**config.mk**
```make
export PLATFORM = sky130hd
export DESIGN_NAME = perf_counter_bank
export DESIGN_NICKNAME = d
export VERILOG_FILES = /design/src/rtl/perf_counter_pkg.sv /design/src/rtl/perf_counter_channel.sv /design/src/rtl/perf_counter_bank.sv
export SDC_FILE = /design/constraint.sdc
export NUM_CORES = 1
export LEC_CHECK = 0
export ABC_CLOCK_PERIOD_IN_PS = 12000
export BUFFER_PORTS_ARGS = -buffer_cell sky130_fd_sc_hd__buf_2
export CAP_MARGIN = 30
export CORE_MARGIN = 3
export CORE_UTILIZATION = 64
export CTS_BUF_LIST = sky130_fd_sc_hd__clkbuf_4 sky130_fd_sc_hd__clkbuf_8
export DETAILED_ROUTE_END_ITERATION = 7
export PLACE_DENSITY = 0.9
export SYNTH_ARGS = -nofsm -noshare
export SYNTH_HDL_FRONTEND = slang
export SYNTH_SLANG_ARGS = --single-unit
```
**constraint.sdc**
```tcl
create_clock -name xclk -period 12 [get_ports xclk]
set_input_delay 1.2 -clock xclk [delete_from_list [all_inputs] [get_ports xclk]]
set_output_delay 1.2 -clock xclk [all_outputs]
set_load 0.005 [all_outputs]
```
**src/rtl/perf_counter_pkg.sv**
```systemverilog
// Shared constants for the performance counter bank: bus address map
// (before the per-instance offset is added) and LED source selection codes.
package perf_counter_pkg;

  localparam logic [7:0] CTRL         = 8'h00;
  localparam logic [7:0] CLEAR        = 8'h01;
  localparam logic [7:0] OVF_CLR      = 8'h02;
  localparam logic [7:0] LED_FUNCTION = 8'h03;
  localparam logic [7:0] LED_DIRECT   = 8'h04;
  localparam logic [7:0] CTRL_RD      = 8'h05;
  localparam logic [7:0] OVF_RD       = 8'h06;
  localparam logic [7:0] CNT_BASE     = 8'h20;
  localparam int         CH_STRIDE    = 4;

  typedef enum logic [1:0] {
    LED_DIRECTLY_FROM_DSP = 2'b00,
    LED_FROM_COUNT_CLK    = 2'b01,
    LED_FROM_CH1          = 2'b10,
    LED_SLOW_HEARTBEAT    = 2'b11
  } led_func_e;

endpackage

```
**src/rtl/perf_counter_channel.sv**
```systemverilog
// One counter channel: event synchroniser and edge detect, counter with
// wrap/saturate behaviour, sticky overflow flag and a read-coherence shadow.
// The clock channel ignores its event input and counts every enabled cycle.
module perf_counter_channel
  import perf_counter_pkg::*;
#(
  parameter int CNT_WIDTH = 32,
  parameter bit IS_CLK_CH = 1'b0
) (
  input  logic                 xclk,
  input  logic                 reset,
  input  logic                 event_in,
  input  logic                 enable,
  input  logic                 sat_mode,
  input  logic                 clear,
  input  logic                 ovf_clr,
  input  logic                 capture,
  output logic [CNT_WIDTH-1:0] count,
  output logic [CNT_WIDTH-1:0] shadow,
  output logic                 ovf
);

  localparam logic [CNT_WIDTH-1:0] ONE = CNT_WIDTH'(1);

  logic sync1, sync2, sync3;
  logic inc, at_max;

  // two-flop synchroniser plus one stage of history for rising-edge detect
  always_ff @(posedge xclk or posedge reset) begin
    if (reset) begin
      sync1 <= 1'b0;
      sync2 <= 1'b0;
      sync3 <= 1'b0;
    end else begin
      sync1 <= event_in;
      sync2 <= sync1;
      sync3 <= sync2;
    end
  end

  assign at_max = &count;
  // clear wins over an increment in the same cycle
  assign inc = enable & ~clear & (IS_CLK_CH ? 1'b1 : (sync2 & ~sync3));

  // counter: clear, else increment with wrap or hold-at-max in saturate mode
  always_ff @(posedge xclk or posedge reset) begin
    if (reset) begin
      count <= '0;
    end else if (clear) begin
      count <= '0;
    end else if (inc && !(at_max && sat_mode)) begin
      count <= count + ONE;
    end
  end

  // sticky overflow: an increment attempted at all-ones beats a clear request
  always_ff @(posedge xclk or posedge reset) begin
    if (reset) begin
      ovf <= 1'b0;
    end else if (inc && at_max) begin
      ovf <= 1'b1;
    end else if (ovf_clr) begin
      ovf <= 1'b0;
    end
  end

  // shadow takes the pre-increment value on a low-word read
  always_ff @(posedge xclk or posedge reset) begin
    if (reset) begin
      shadow <= '0;
    end else if (capture) begin
      shadow <= count;
    end
  end

endmodule

```
**src/rtl/perf_counter_bank.sv**
```systemverilog
// Bank of NUM_CH performance counters on the 8-bit address / 16-bit data DSP
// bus. Channel 0 counts clock cycles, the others count event_in rising edges.
//
// Bus access semantics: read_qualified / write_qualified may stay high for
// several clocks, but only the first high cycle is an access. Read data and
// data_avail are registered one clock after that first cycle, hold while the
// read strobe stays high, data_avail drops the clock after the strobe falls
// and db_out keeps its last value.
module perf_counter_bank
  import perf_counter_pkg::*;
#(
  parameter int NUM_CH              = 4,
  parameter int CNT_WIDTH           = 32,
  parameter int LED_WIDTH           = 2,
  parameter int HB_BIT              = 26,
  parameter int offset_to_add_to_ab = 0
) (
  input  logic                 xclk,
  input  logic                 reset,
  input  logic                 write_qualified,
  input  logic                 read_qualified,
  input  logic [7:0]           ab,
  input  logic [15:0]          db_in,
  input  logic [NUM_CH-1:0]    event_in,
  output logic [15:0]          db_out,
  output logic                 data_avail,
  output logic [LED_WIDTH-1:0] led_out
);

  localparam int         WORDS          = CNT_WIDTH / 16;
  localparam logic [7:0] OFS            = 8'(offset_to_add_to_ab);
  localparam logic [7:0] A_CTRL         = CTRL + OFS;
  localparam logic [7:0] A_CLEAR        = CLEAR + OFS;
  localparam logic [7:0] A_OVF_CLR      = OVF_CLR + OFS;
  localparam logic [7:0] A_LED_FUNCTION = LED_FUNCTION + OFS;
  localparam logic [7:0] A_LED_DIRECT   = LED_DIRECT + OFS;
  localparam logic [7:0] A_CTRL_RD      = CTRL_RD + OFS;
  localparam logic [7:0] A_OVF_RD       = OVF_RD + OFS;
  localparam logic [7:0] A_CNT_BASE     = CNT_BASE + OFS;

  logic                 read_qualified_d, write_qualified_d;
  logic                 rd_first, wr_first;
  logic [NUM_CH-1:0]    en_mask;
  logic                 sat_mode;
  logic [1:0]           led_function;
  logic [LED_WIDTH-1:0] led_direct;
  logic [LED_WIDTH-1:0] led_next;
  logic [NUM_CH-1:0]    clear_vec, ovf_clr_vec, capture_vec, ovf_vec;
  logic [CNT_WIDTH-1:0] cnt_all [NUM_CH];
  logic [CNT_WIDTH-1:0] shd_all [NUM_CH];
  logic [7:0]           cnt_off;
  logic [5:0]           rd_ch;
  logic [1:0]           rd_word;
  logic                 cnt_hit;
  logic [15:0]          ctrl_word, ovf_word, rd_data;
  logic                 rd_hit;
  logic                 unused_bits;

  // strobe history; reset high so a strobe held across reset is not a new access
  always_ff @(posedge xclk or posedge reset) begin
    if (reset) begin
      read_qualified_d  <= 1'b1;
      write_qualified_d <= 1'b1;
    end else begin
      read_qualified_d  <= read_qualified;
      write_qualified_d <= write_qualified;
    end
  end

  assign rd_first = read_qualified & ~read_qualified_d;
  assign wr_first = write_qualified & ~write_qualified_d;

  assign cnt_off = ab - A_CNT_BASE;
  assign rd_ch   = cnt_off[7:2];
  assign rd_word = cnt_off[1:0];
  assign cnt_hit = (cnt_off < 8'(CH_STRIDE * NUM_CH)) && ({30'd0, rd_word} < 32'(WORDS));

  assign clear_vec   = (wr_first && ab == A_CLEAR)   ? db_in[NUM_CH-1:0] : '0;
  assign ovf_clr_vec = (wr_first && ab == A_OVF_CLR) ? db_in[NUM_CH-1:0] : '0;

  assign ctrl_word = {sat_mode, {(15 - NUM_CH){1'b0}}, en_mask};
  assign ovf_word  = {{(16 - NUM_CH){1'b0}}, ovf_vec};
  assign unused_bits = ^db_in;

  for (genvar g = 0; g < NUM_CH; g++) begin : g_ch
    logic unused_ch;
    assign unused_ch = ^{cnt_all[g], shd_all[g]};
    assign capture_vec[g] = rd_first & cnt_hit & (rd_word == 2'd0) & (rd_ch == 6'(g));

    perf_counter_channel #(
      .CNT_WIDTH (CNT_WIDTH),
      .IS_CLK_CH (g == 0)
    ) u_ch (
      .xclk     (xclk),
      .reset    (reset),
      .event_in (event_in[g]),
      .enable   (en_mask[g]),
      .sat_mode (sat_mode),
      .clear    (clear_vec[g]),
      .ovf_clr  (ovf_clr_vec[g]),
      .capture  (capture_vec[g]),
      .count    (cnt_all[g]),
      .shadow   (shd_all[g]),
      .ovf      (ovf_vec[g])
    );
  end

  // control registers written on the first cycle of a write access
  always_ff @(posedge xclk or posedge reset) begin
    if (reset) begin
      en_mask      <= '1;
      sat_mode     <= 1'b0;
      led_function <= LED_SLOW_HEARTBEAT;
      led_direct   <= LED_WIDTH'(1);
    end else if (wr_first) begin
      if (ab == A_CTRL) begin
        en_mask  <= db_in[NUM_CH-1:0];
        sat_mode <= db_in[15];
      end
      if (ab == A_LED_FUNCTION) led_function <= db_in[1:0];
      if (ab == A_LED_DIRECT)   led_direct   <= db_in[LED_WIDTH-1:0];
    end
  end

  // read data mux: word 0 is the live low word, upper words come from the shadow
  always_comb begin
    rd_data = 16'hFFFF;
    rd_hit  = 1'b0;
    if (ab == A_CTRL_RD) begin
      rd_data = ctrl_word;
      rd_hit  = 1'b1;
    end else if (ab == A_OVF_RD) begin
      rd_data = ovf_word;
      rd_hit  = 1'b1;
    end else if (cnt_hit) begin
      rd_hit = 1'b1;
      for (int c = 0; c < NUM_CH; c++) begin
        if (rd_ch == 6'(c)) begin
          rd_data = cnt_all[c][15:0];
          for (int w = 1; w < WORDS; w++) begin
            if (rd_word == 2'(w)) rd_data = shd_all[c][16*w +: 16];
          end
        end
      end
    end
  end

  // registered read response, held while the strobe stays high
  always_ff @(posedge xclk or posedge reset) begin
    if (reset) begin
      db_out     <= 16'h0000;
      data_avail <= 1'b0;
    end else if (rd_first) begin
      db_out     <= rd_data;
      data_avail <= rd_hit;
    end else if (!read_qualified) begin
      data_avail <= 1'b0;
    end
  end

  // LED source selection
  always_comb begin
    led_next = led_direct;
    case (led_function)
      LED_DIRECTLY_FROM_DSP: led_next = led_direct;
      LED_FROM_COUNT_CLK:    led_next = cnt_all[0][HB_BIT -: LED_WIDTH];
      LED_FROM_CH1:          led_next = cnt_all[1][LED_WIDTH-1:0];
      default: begin
        led_next    = '1;
        led_next[0] = cnt_all[0][HB_BIT];
      end
    endcase
  end

  // registered LED drive
  always_ff @(posedge xclk or posedge reset) begin
    if (reset) begin
      led_out <= LED_WIDTH'(1);
    end else begin
      led_out <= led_next;
    end
  end

endmodule

```
==> metrics.md, run 1 <==
| Metric | Value |
|---|---|
| Status | complete, no violations |
| DRT Pass-1 Iters | 6 |
| Gpl congestion | about 0.96 |
| Num ports | 51 |
| Fin crit share | 0.3073 |
| Full die area | approximately 21000 µm² |
| Synth-to-Final Area Change | 9.817% |
| YS warnings | 0 |
| DRC violations left | 0 |
| WS Path Type | input port to register |
| Critical path peak fanout | 37 |
| Sequential share of power | 0.475 |
| Synth Register Bits | between 200 and 250 |
| Cells after Synth | 1208 |
| Area leader, netlist | dfrtp_1 |
| Postcts setup bufs | 0 |
| Worst stage delay on the critical path | approximately 0.83 ns |
| Max VDD drop | 0.00008664 V |
| Worst rel slew slack | 0.2836 |
| Fin util | 0.7264 |
| Synth Area in Compound Gates | 0.1192 |
| CP Launch Type | input port |
| Hold Path Class | register to register |
| Actual slew at the worst max-slew pin | about 1.1 ns |
| HPWL after DPL | around 24000 µm |
| Layout cells sized above 1 | 0.2041 |
| Most frequent cell after synthesis | dfrtp_1 |
| Filler Cell Count | 1255 |
| Leak pwr | 5.585 nW |
| Clock power share | 0.385 |
| Initial drt markers | approximately 2200 |
| Sum Neg Setup Slack | 0 ns |
| Setup Viol. Count Final | 0 |
| Core area | between 15000 and 20000 µm² |
| Sequential fraction of the synthesis area | 0.4685 |
| Number of max-cap violations | 0 |
| Post-synthesis cell area | ~13000 µm² |
| Required time of the critical path | approximately 12 ns |
| Synth cell types | 67 |
| Largest net degree at the start of global routing | 94 |
| Grt total ovfl | 0 |
| CTS tree | yes |
| Final Max Slew Viols | 0 |
| DR vias | ~11000 |
| Drt total wl | ~36000 µm |
| Final min period | ~3.7 ns |
| PD cells | ~140 nW/µm² |
| Antenna violations before repair | 0 |
| Net Sw Power | roughly 0.57 mW |
| Gr usage total | 0.3350 |
| Number of buffers created by CTS | 39 |
| Die width | around 150 µm |
| Synth area leaders | dfrtp_1 45%, mux2_2 6.5%, mux4_2 5.4%, a21oi_1 3.3%, or4_1 3.2% |
| Clk_lat worst skew | approximately 0.55 ns |
| NumNets Final | about 1300 |
| Adder-cell share of the synthesized area | 0.004973 |
| DRT antenna net count | 0 |
| CTS max path bufs | 3 |
| Post-synth EDFFs | 0 |
| Post-synth top area share | 0.4476 |
| Clock Tree Root | clkbuf_8 |
| Via/cell ratio | 7.396 |
| Site Rows | 50 |
| Synth Area in Simple Gates | 0.2351 |
| Synth Net Count | roughly 1200 |
| Chip Height | 146.2 µm |
| H-tree depth | 2 |
| PortBufs | 38 |
| Number of global-route vias before repair | around 11000 |
| Fin. Hold Viols | 0 |
| Worst setup EP type | register |
| Global-route wire length before repair | between 50000 and 60000 µm |
| Post-synth ARST share | 1.000 |
| CTS sink cnt | around 240 |
| Largest family of logic cells by synthesized area | simple AND/OR/NAND/NOR gates |
| RSZ-0062 raised after global routing | no |
| Skew final | roughly 0.019 ns |
| Clk pin slew, worst setup/hold paths | ~0.06 ns |
| Critical path arrival | between 4 and 5 ns |
| WL/cell | approximately 24 µm |
| CTS resizes | 0 |
| Antenna cells | 0 |
| Switch share | 0.2929 |
| P_int | approximately 1.4 mW |
| Most instantiated cells after synthesis | 225 x dfrtp_1, 101 x nand2_1, 83 x a21oi_1, 79 x nand3_1, 73 x mux2_2 |
| WP buf/inv | 1 |
| Max Clk Rate | ~270 MHz |
| Worst-path cell with the longest stage delay | nor4_2 |
| Post-synthesis mux area share | 0.1396 |
| R2r setup slk | roughly 9.0 ns |
| Initial Util | 0.6614 |
| # hold bufs at CTS | 0 |
| Post-Synth XOR/XNOR Area | 0.007659 |
| Mean post-synth cell area | approximately 10 µm² |
| Largest delay share family, worst path | simple AND/OR/NAND/NOR gates |
| Worst path cell trace | buf_2 > nor4_2 > nand3_1 > nand2_1 > nor4_1 > mux2i_1 |
| Combinational power share | 0.140 |
| Main synth FF type | dfrtp_1 |
metrics by stage:
step                      std cells  hold WS [ns]  power, mW  worst slack (ns)  instance area (µm²)
after floorplan                1208        0.3312      1.094             4.370                12580
after global placement         1452        0.3335      1.169             8.027                12920
after detailed placement       1453        0.3355      1.186             7.955                12940
after CTS                      1522        0.3470      1.929             8.484                13770
after global routing           1524        0.3550      2.013             8.186                13810
final                          1524        0.3439      1.939             8.313                13810
metal layers:
layer | vias to the layer above | part of all wire | track usage | wire length (µm)
met5 | - | 0 | 0 | 0
met3 | 181 | 0.13 | 0.07945 | 4801
met1 | 5423 | 0.37 | 0.4723 | 13450
li1 | 4746 | - | - | -
met2 | 921 | 0.44 | 0.4985 | 15980
met4 | 0 | 0.052 | 0.1533 | 1868
worst paths after layout:
kind | cells after the start | end | start
worst max-delay path | 6 | g_ch[1].u_ch.count[21] | ab[2]
worst min-delay path | 0 | g_ch[3].u_ch.sync2 | g_ch[3].u_ch.sync1
max in group asynchronous | 5 | en_mask[3] | reset
min in group asynchronous | 2 | g_ch[0].u_ch.count[12] | reset
worst max register to register | 7 | g_ch[1].u_ch.count[21] | g_ch[1].u_ch.count[0]
worst min register to register | 0 | g_ch[3].u_ch.sync2 | g_ch[3].u_ch.sync1
area by class of cell:
| type | instances | area, µm² | share of cell area |
|---|---|---|---|
| clock inverter | 4 | 20.02 | 0.001449 |
| inverter | 13 | 56.30 | 0.004076 |
| sequential | 235 | 5893 | 0.4266 |
| clock buffer | 65 | 807.0 | 0.05842 |
| timing repair buffer | 50 | 327.8 | 0.02373 |
| tap | 260 | 325.3 | 0.02355 |
| multi-input combinational | 897 | 6385 | 0.4622 |
power by group through the flow:
stage,registers (mW),logic [mW],clock network [mW]
after floorplan,0.896,0.198,0
after global placement,0.924,0.244,0
after detailed placement,0.928,0.258,0
after CTS,0.915,0.264,0.750
after global routing,0.926,0.298,0.789
final,0.921,0.271,0.747
layout by cell type (no fill, tap or decap), drive strengths merged, types with 13 or more instances in the layout:
cell type	n
dfrtp	225
nand2	101
a21oi	83
nand3	81
mux2	73
o21ai	66
clkbuf	65
or4	54
nand4	52
buf	50
or3	47
nor2	43
o31ai	35
mux4	33
and3	24
and4	21
nor4	20
o211ai	18
mux2i	18
inv	13
logic make-up (layout without fill, tap and decap cells):
group / count (synthesis) / count (layout)
adder cells (fa/ha/maj): 5 / 5
flip-flops: 235 / 235
multiplexers: 124 / 124
XOR/XNOR: 11 / 11
AO/OA/AOI/OAI: 246 / 246
AND/OR/NAND/NOR: 511 / 511
buffers and inverters: 76 / 132
flip-flops by register name, summed over array words and instances (netlist names), 2 cells and up:
register          cells
g_ch.u_ch.sync1       3
led_out               2
led_function          2
led_direct            2
g_ch.u_ch.ovf         4
en_mask               4
g_ch.u_ch.sync3       3
g_ch.u_ch.sync2       3
g_ch.u_ch.shadow     64
g_ch.u_ch.count     128
db_out               16
(Power assumes the default switching activity.)
==> inputs of run 2 (changes only) <==
Settings changed: ABC_CLOCK_PERIOD_IN_PS 12000 to 3300, CORE_UTILIZATION 64 to 58, PLACE_DENSITY 0.9 to 0.87.
Clock period 12 ns to 3.3 ns, I/O delays scaled along.
==> run 2 against run 1 <==
  * The run now ends with negative hold slack left
  * Die area increased by 9.9%
  * Total power increased to 3.7 times the previous value
  * Flip-flop and latch count unchanged
  * Routed wire length decreased by 5.4%
  * Combinational power increased to 3.6 times the previous value
==> metrics.md, run 2 (synthesis gave the netlist of run 1 again) <==
| Metric | Value |
|---|---|
| Status | finished, violations left (was complete, no violations) |
| Failing checks | negative hold slack |
| Max reg flops | 128 (unchanged) |
| Final Max Slew Viols | 0 (unchanged) |
| Clock Tree Root | clkbuf_8 (unchanged) |
| Antenna cells | 0 (unchanged) |
| Net Sw Power | 2.037 mW (was 0.5681 mW) |
| PD cells | 507.9 nW/µm² (was 140.4 nW/µm²) |
| Leak pwr | 5.693 nW (was 5.585 nW) |
| Number of global-route vias before repair | 10377 (was 10641) |
| Chip Height | 153.3 µm (was 146.2 µm) |
| Gpl congestion | 0.9787 (was 0.9637) |
| Critical path arrival | 3.08 ns (was 4.10 ns) |
| Core area | 21150 µm² (was 19020 µm²) |
| Synth-to-Final Area Change | 11.49% (was 9.817%) |
| Worst path cell trace | ha_1 > nand4_1 > or3_1 > nor3_2 > buf_4 > nor4_1 > o21a_1 (was buf_2 > nor4_2 > nand3_1 > nand2_1 > nor4_1 > mux2i_1) |
| DRT Pass-1 Iters | 6 (unchanged) |
| Max Clk Rate | roughly 370 MHz |
| CTS tree | yes (unchanged) |
| Worst rel slew slack | 0.3942 (was 0.2836) |
| P_int | 5.086 mW (was 1.371 mW) |
| Num ports | 51 (unchanged) |
| WL/cell | 21.89 µm (was 23.69 µm) |
| Fin. Hold Viols | 12 (was 0) |
| CTS max path bufs | 3 (unchanged) |
| DR vias | 11002 (was 11271) |
| RSZ-0062 raised after global routing | no (unchanged) |
| PortBufs | 38 (unchanged) |
| WP buf/inv | 1 (unchanged) |
| Largest net degree at the start of global routing | 124 (was 94) |
| Placed cell areas | 13110 µm² (was 12940 µm²) |
| Critical path peak fanout | 11 (was 37) |
| Die width | 153.3 µm (was 146.2 µm) |
| CTS resizes | 0 (unchanged) |
| H-tree depth | 2 (unchanged) |
| Antenna violations before repair | 0 (unchanged) |
| Clock power share | 0.396 (was 0.385) |
| WS Path Type | register to register (was input port to register) |
| CP Launch Type | register (was input port) |
| HPWL after DPL | 23740 µm (was 23980 µm) |
| CTS sink cnt | 235 (unchanged) |
| Grt total ovfl | 0 (unchanged) |
| Filler Cell Count | 1536 (was 1255) |
| Sequential share of power | 0.467 (was 0.475) |
| DRT antenna net count | 0 (unchanged) |
| NumNets Final | 1294 (was 1273) |
| Biggest regs | g_ch.u_ch.count (128), g_ch.u_ch.shadow (64), db_out (16) (unchanged) |
| Via/cell ratio | 7.048 (was 7.396) |
| Fin crit share | 0.8102 |
| Clk pin slew, worst setup/hold paths | 0.06 ns (about the same) |
| Largest delay share family, worst path | simple AND/OR/NAND/NOR gates (unchanged) |
| Setup Viol. Count Final | 0 (unchanged) |
| Most frequent cells in the layout | 225 x dfrtp_1, 101 x nand2_1, 83 x a21oi_1, 79 x nand3_1, 73 x mux2_2 (unchanged) |
| Layout cells sized above 1 | 0.2138 (was 0.2041) |
| Combinational power share | 0.137 (was 0.140) |
| Worst setup EP type | register (unchanged) |
| Number of max-cap violations | 0 (unchanged) |
| Initial drt markers | 1585 (was 2164) |
| DRC violations left | 0 (unchanged) |
| Gr usage total | 0.2958 (was 0.3350) |
| Max VDD drop | 0.0002223 V (was 0.00008664 V) |
| Skew final | 0.02081 ns (was 0.01928 ns) |
| Actual slew at the worst max-slew pin | 0.9053 ns (was 1.075 ns) |
| Hold Path Class | input port to asynchronous set/reset pin (was register to register) |
| Initial Util | 0.5947 (was 0.6614) |
| Required time of the critical path | 3.71 ns (was 12.41 ns) |
| Number of buffers created by CTS | 40 (was 39) |
| Most flop-heavy register | g_ch.u_ch.count (unchanged) |
| Worst stage delay on the critical path | 0.51 ns (was 0.83 ns) |
| Global-route wire length before repair | 56640 µm (was 57650 µm) |
| Fin area | 14020 µm² (was 13810 µm²) |
| Hold WS | -0.03057 ns (was 0.3439 ns) |
| Postcts setup bufs | 0 (unchanged) |
| Clk_lat worst skew | 0.53 ns (was 0.55 ns) |
| Drt total wl | 34160 µm (was 36100 µm) |
| Worst-path cell with the longest stage delay | dfrtp_1 (was nor4_2) |
| Site Rows | 53 (was 50) |
| Commonest non-fill, non-tap cell in the layout | dfrtp_1 (unchanged) |
| Final min period | between 2 and 3 ns |
| Switch share | 0.2860 (was 0.2929) |
| Full die area | 23490 µm² (was 21370 µm²) |
==> run 2: cell types whose count changed in the layout (fill, tap and decap cells not counted), moves of 2 or more <==
cell / change
bufinv_16: +2
buf_12: +3
dlygate4sd3_1: +5
buf_4: +15
buf_16: -2
clkbuf_4: -5
clkinv_2: +5
==> run 2: final timing paths <==
| path | startpoint | to | slack (ns) | cells after the start |
|---|---|---|---|---|
| setup / recovery | g_ch[1].u_ch.count[1] | g_ch[1].u_ch.count[23] | 0.63 | 7 |
| hold / removal | reset | g_ch[0].u_ch.count[3] | -0.03 | 3 |
| setup reg to reg | g_ch[1].u_ch.count[1] | g_ch[1].u_ch.count[23] | 0.63 | 7 |
| hold reg to reg | g_ch[3].u_ch.sync1 | g_ch[3].u_ch.sync2 | 0.35 | 0 |
| max in group asynchronous | reset | g_ch[3].u_ch.count[5] | 2.77 | 3 |
| min in group xclk | db_in[15] | sat_mode | 0.06 | 2 |
==> run 2: worst register-to-register path, stage by stage (launching register included) <==
cell and delay [ns]:
dfrtp_1 0.51, ha_1 0.25, nand4_1 0.27, or3_1 0.49, nor3_2 0.51, buf_4 0.28
nor4_1 0.07, o21a_1 0.18
==> run 2: layout make-up <==
type | count | area (µm²) | area share
clock buffer | 59 | 755.7 | 0.05389
timing repair buffer | 70 | 480.5 | 0.03426
clock inverter | 12 | 113.9 | 0.008118
sequential | 235 | 5893 | 0.4202
tap | 275 | 344.1 | 0.02453
multi-input combinational | 897 | 6385 | 0.4553
inverter | 13 | 52.55 | 0.003747
==> run 2: power by group through the flow <==
stage                     sequential [mW]  clock, mW  combinational, mW
after floorplan                      3.26          0              0.722
after global placement               3.35          0              0.909
after detailed placement             3.36          0              0.946
after CTS                            3.31       2.85              0.962
after global routing                 3.35       3.00               1.09
final                                3.33       2.82              0.975
==> run 2: metrics by stage <==
stage / util / setup WS (ns) / instances / power [mW] / setup TNS [ns]
after global routing: 0.6630 / 0.4368 / 1561 / 7.440 / 0
after detailed placement: 0.6195 / 0.5678 / 1485 / 4.305 / 0
final: 0.6630 / 0.6265 / 1561 / 7.123 / 0
after global placement: 0.6195 / 0.6818 / 1485 / 4.259 / 0
after CTS: 0.6630 / 0.6938 / 1561 / 7.126 / 0
after floorplan: - / -0.09973 / 1208 / 3.979 / -22.44
==> run 2: routing by layer <==
metal,GRT usage,wire length (µm)
met1,0.4360,14170
met2,0.4413,15330
met3,0.04898,3182
met4,0.1184,1489
met5,0,0
==> run 2: repair_timing <==
action / in CTS / in global routing
endpoints found under the setup margin: 0 / 0
hold endpoints to repair: 5 / 0
hold buffers: 5 / 0
==> inputs of run 3 (changes only) <==
Settings changed: ABC_CLOCK_PERIOD_IN_PS 3300 to 2510, CORE_UTILIZATION 58 to 64, PLACE_DENSITY 0.87 to 0.9.
Clock period 3.3 ns to 2.51 ns, I/O delays scaled along.
==> run 3 against run 2 <==
  * The flow finishes with violations (design-rule violations)
  * Critical path depth down 2
  * Sequential share of layout area down 0.88 points
  * Final cell count up 1.5%
  * Clock skew down 0.00081 ns
  * Non-clock buffer count up 43
  * Global-route usage up 5.7 points
  * Sequential power up 30%
  * First-iteration DRC count up 16%
  * Clock power up 27%
  * Largest cell class unchanged
  * Largest power group unchanged
==> metrics.md, run 3 (synthesis gave the netlist of run 1 again) <==
| Metric | Value |
|---|---|
| Gr usage total | 0.3525 (was 0.2958) |
| Grt total ovfl | 0 (unchanged) |
| Hold Path Class | input port to register (was input port to asynchronous set/reset pin) |
| H-tree depth | 2 (unchanged) |
| Drt total wl | 37530 µm (was 34160 µm) |
| Worst setup EP type | register (unchanged) |
| Synth-to-Final Area Change | 13.88% (was 11.49%) |
| Chip Height | 146.2 µm (was 153.3 µm) |
| Worst rel slew slack | 0.5174 (was 0.3942) |
| Clock Tree Root | clkbuf_8 (unchanged) |
| Final Max Slew Viols | 0 (unchanged) |
| Max Clk Rate | 419.0 MHz (was 374.0 MHz) |
| HPWL after DPL | 25470 µm (was 23740 µm) |
| Placed Instances | 1511 (was 1485) |
| DRC violations left | 1 (was 0) |
| Largest net degree at the start of global routing | 75 (was 124) |
| Global-route wire length before repair | 60860 µm (was 56640 µm) |
| Clk_lat worst skew | 0.55 ns (was 0.53 ns) |
| Number of global-route vias before repair | 11254 (was 10377) |
| Initial Util | 0.6614 (was 0.5947) |
| Final min period | 2.386 ns (was 2.674 ns) |
| Postcts setup bufs | 0 (unchanged) |
| Core area | 19020 µm² (was 21150 µm²) |
| Initial drt markers | 1835 (was 1585) |
| DRT antenna net count | 0 (unchanged) |
| Gpl congestion | 0.9322 (was 0.9787) |
| Skew final | 0.02000 ns (was 0.02081 ns) |
| Antenna violations before repair | 1 (was 0) |
| PD cells | 653.6 nW/µm² (was 507.9 nW/µm²) |
| Most flop-heavy register | g_ch.u_ch.count (unchanged) |
| Max VDD drop | 0.0003970 V (was 0.0002223 V) |
| Fin crit share | 0.9508 (was 0.8102) |
| CTS sink cnt | 235 (unchanged) |
| Required time of the critical path | 2.98 ns (was 3.71 ns) |
| DR vias | 11673 (was 11002) |
| RSZ-0062 raised after global routing | no (unchanged) |
| Actual slew at the worst max-slew pin | 0.7223 ns (was 0.9053 ns) |
| Max reg flops | 128 (unchanged) |
| Leak pwr | 5.874 nW (was 5.693 nW) |
| Failing checks | design-rule violations (was negative hold slack) |
| Site Rows | 50 (was 53) |
| CP Launch Type | register (unchanged) |
| Most frequent cells in the layout | 225 x dfrtp_1, 101 x nand2_1, 83 x a21oi_1, 79 x nand3_1, 73 x mux2_2 (unchanged) |
| PortBufs | 38 (unchanged) |
| Worst stage delay on the critical path | 0.54 ns (was 0.51 ns) |
| Sum Neg Setup Slack | 0 ns (unchanged) |
| Commonest non-fill, non-tap cell in the layout | dfrtp_1 (unchanged) |
| Final Non-Filler Cells | 1585 (was 1561) |
| WL/cell | 23.68 µm (was 21.89 µm) |
| Setup Viol. Count Final | 0 (unchanged) |
| CTS tree | yes (unchanged) |
| Num ports | 51 (unchanged) |
| Full die area | 21370 µm² (was 23490 µm²) |
| Biggest regs | g_ch.u_ch.count (128), g_ch.u_ch.shadow (64), db_out (16) (unchanged) |
| WS Path Type | register to register (unchanged) |
| Number of buffers created by CTS | 38 (was 40) |
| DRT Pass-1 Iters | 8 (was 6) |
| Critical path peak fanout | 10 (was 11) |
| Number of max-cap violations | 0 (unchanged) |
| Worst-path cell with the longest stage delay | a2111o_1 (was dfrtp_1) |
| Critical path arrival | 2.85 ns (was 3.08 ns) |
| Layout cells sized above 1 | 0.2364 (was 0.2138) |
| Fin. Hold Viols | 0 (was 12) |
| NumNets Final | 1335 (was 1294) |
| Worst path cell trace | nand3_2 > or3_1 > a2111o_1 > or4b_1 > a21oi_1 (was ha_1 > nand4_1 > or3_1 > nor3_2 > buf_4 > nor4_1 > o21a_1) |
| CTS max path bufs | 3 (unchanged) |
| Status | finished, violations left (unchanged) |
| Via/cell ratio | 7.365 (was 7.048) |
| Clk pin slew, worst setup/hold paths | 0.06 ns (about the same) |
| Die width | 146.2 µm (was 153.3 µm) |
[run 3: changes by cell type in the layout (fill, tap and decap cells not counted), moves of 2 or more]
| cell | change |
|---|---|
| clkinvlp_4 | +2 |
| clkinv_2 | -6 |
| dlygate4sd3_1 | +2 |
| buf_12 | +2 |
| buf_4 | +39 |
[run 3: cell type report]
class                   instances  area [µm²]
diodes                          1       2.502
clock buffers                  60       763.2
clock inverters                 6       60.06
fillers                      1198        4692
inverters                      13       52.55
multi-input cells             897        6396
flip-flops and latches        235        5893
well taps                     260       325.3
repair buffers                113       833.3
[run 3: final timing paths]
path	start	to	slack (ns)	depth (start not counted)
setup reg to reg	g_ch[2].u_ch.count[2]	g_ch[2].u_ch.count[23]	0.12	5
min in group asynchronous	reset	led_direct[1]	0.37	3
setup / recovery	g_ch[2].u_ch.count[2]	g_ch[2].u_ch.count[23]	0.12	5
hold / removal	db_in[2]	en_mask[2]	0.03	2
hold reg to reg	g_ch[3].u_ch.sync1	g_ch[3].u_ch.sync2	0.35	0
max in group asynchronous	reset	led_out[0]	1.26	4
[run 3: timing repair]
action                                 4_1_cts  5_1_grt
endpoints found under the hold margin       25        0
resized for setup                            0        2
hold buffers                                 7        0
setup endpoints to repair                    0        9
[run 3: power breakdown]
group	internal [mW]	leakage, nW	switching (mW)
registers	4.03	2.86	0.307
logic	0.578	2.58	0.869
clock network	2.03	0.432	1.55
[run 3: worst max-delay path, delay by kind of cell (launching register included)]
kind,cells,cell delay [ns]
compound gates,2,0.70
flops,1,0.45
simple gates,3,1.15
[run 3: through the flow]
step | hold WS [ns] | setup slack [ns] | cell area [µm²] | total power [mW] | util
finish | 0.03152 | 0.1236 | 14330 | 9.364 | 0.7533
global route | 0.02356 | 0.01317 | 14320 | 9.712 | 0.7532
CTS | 0.01329 | 0.1578 | 14310 | 9.310 | 0.7526
detailed placement | 0.3371 | 0.1154 | 13420 | 5.745 | 0.7056
global placement | 0.3384 | 0.2298 | 13420 | 5.655 | 0.7056
floorplan | 0.2555 | -0.8107 | 12580 | 5.232 | -
[run 3: layer usage]
| layer | track usage | share of wire | up-vias |
|---|---|---|---|
| met4 | 0.1731 | 0.067 | 0 |
| met1 | 0.4878 | 0.36 | 5558 |
| li1 | - | - | 4858 |
| met5 | 0 | 0 | - |
| met2 | 0.5270 | 0.43 | 989 |
| met3 | 0.08597 | 0.14 | 268 |
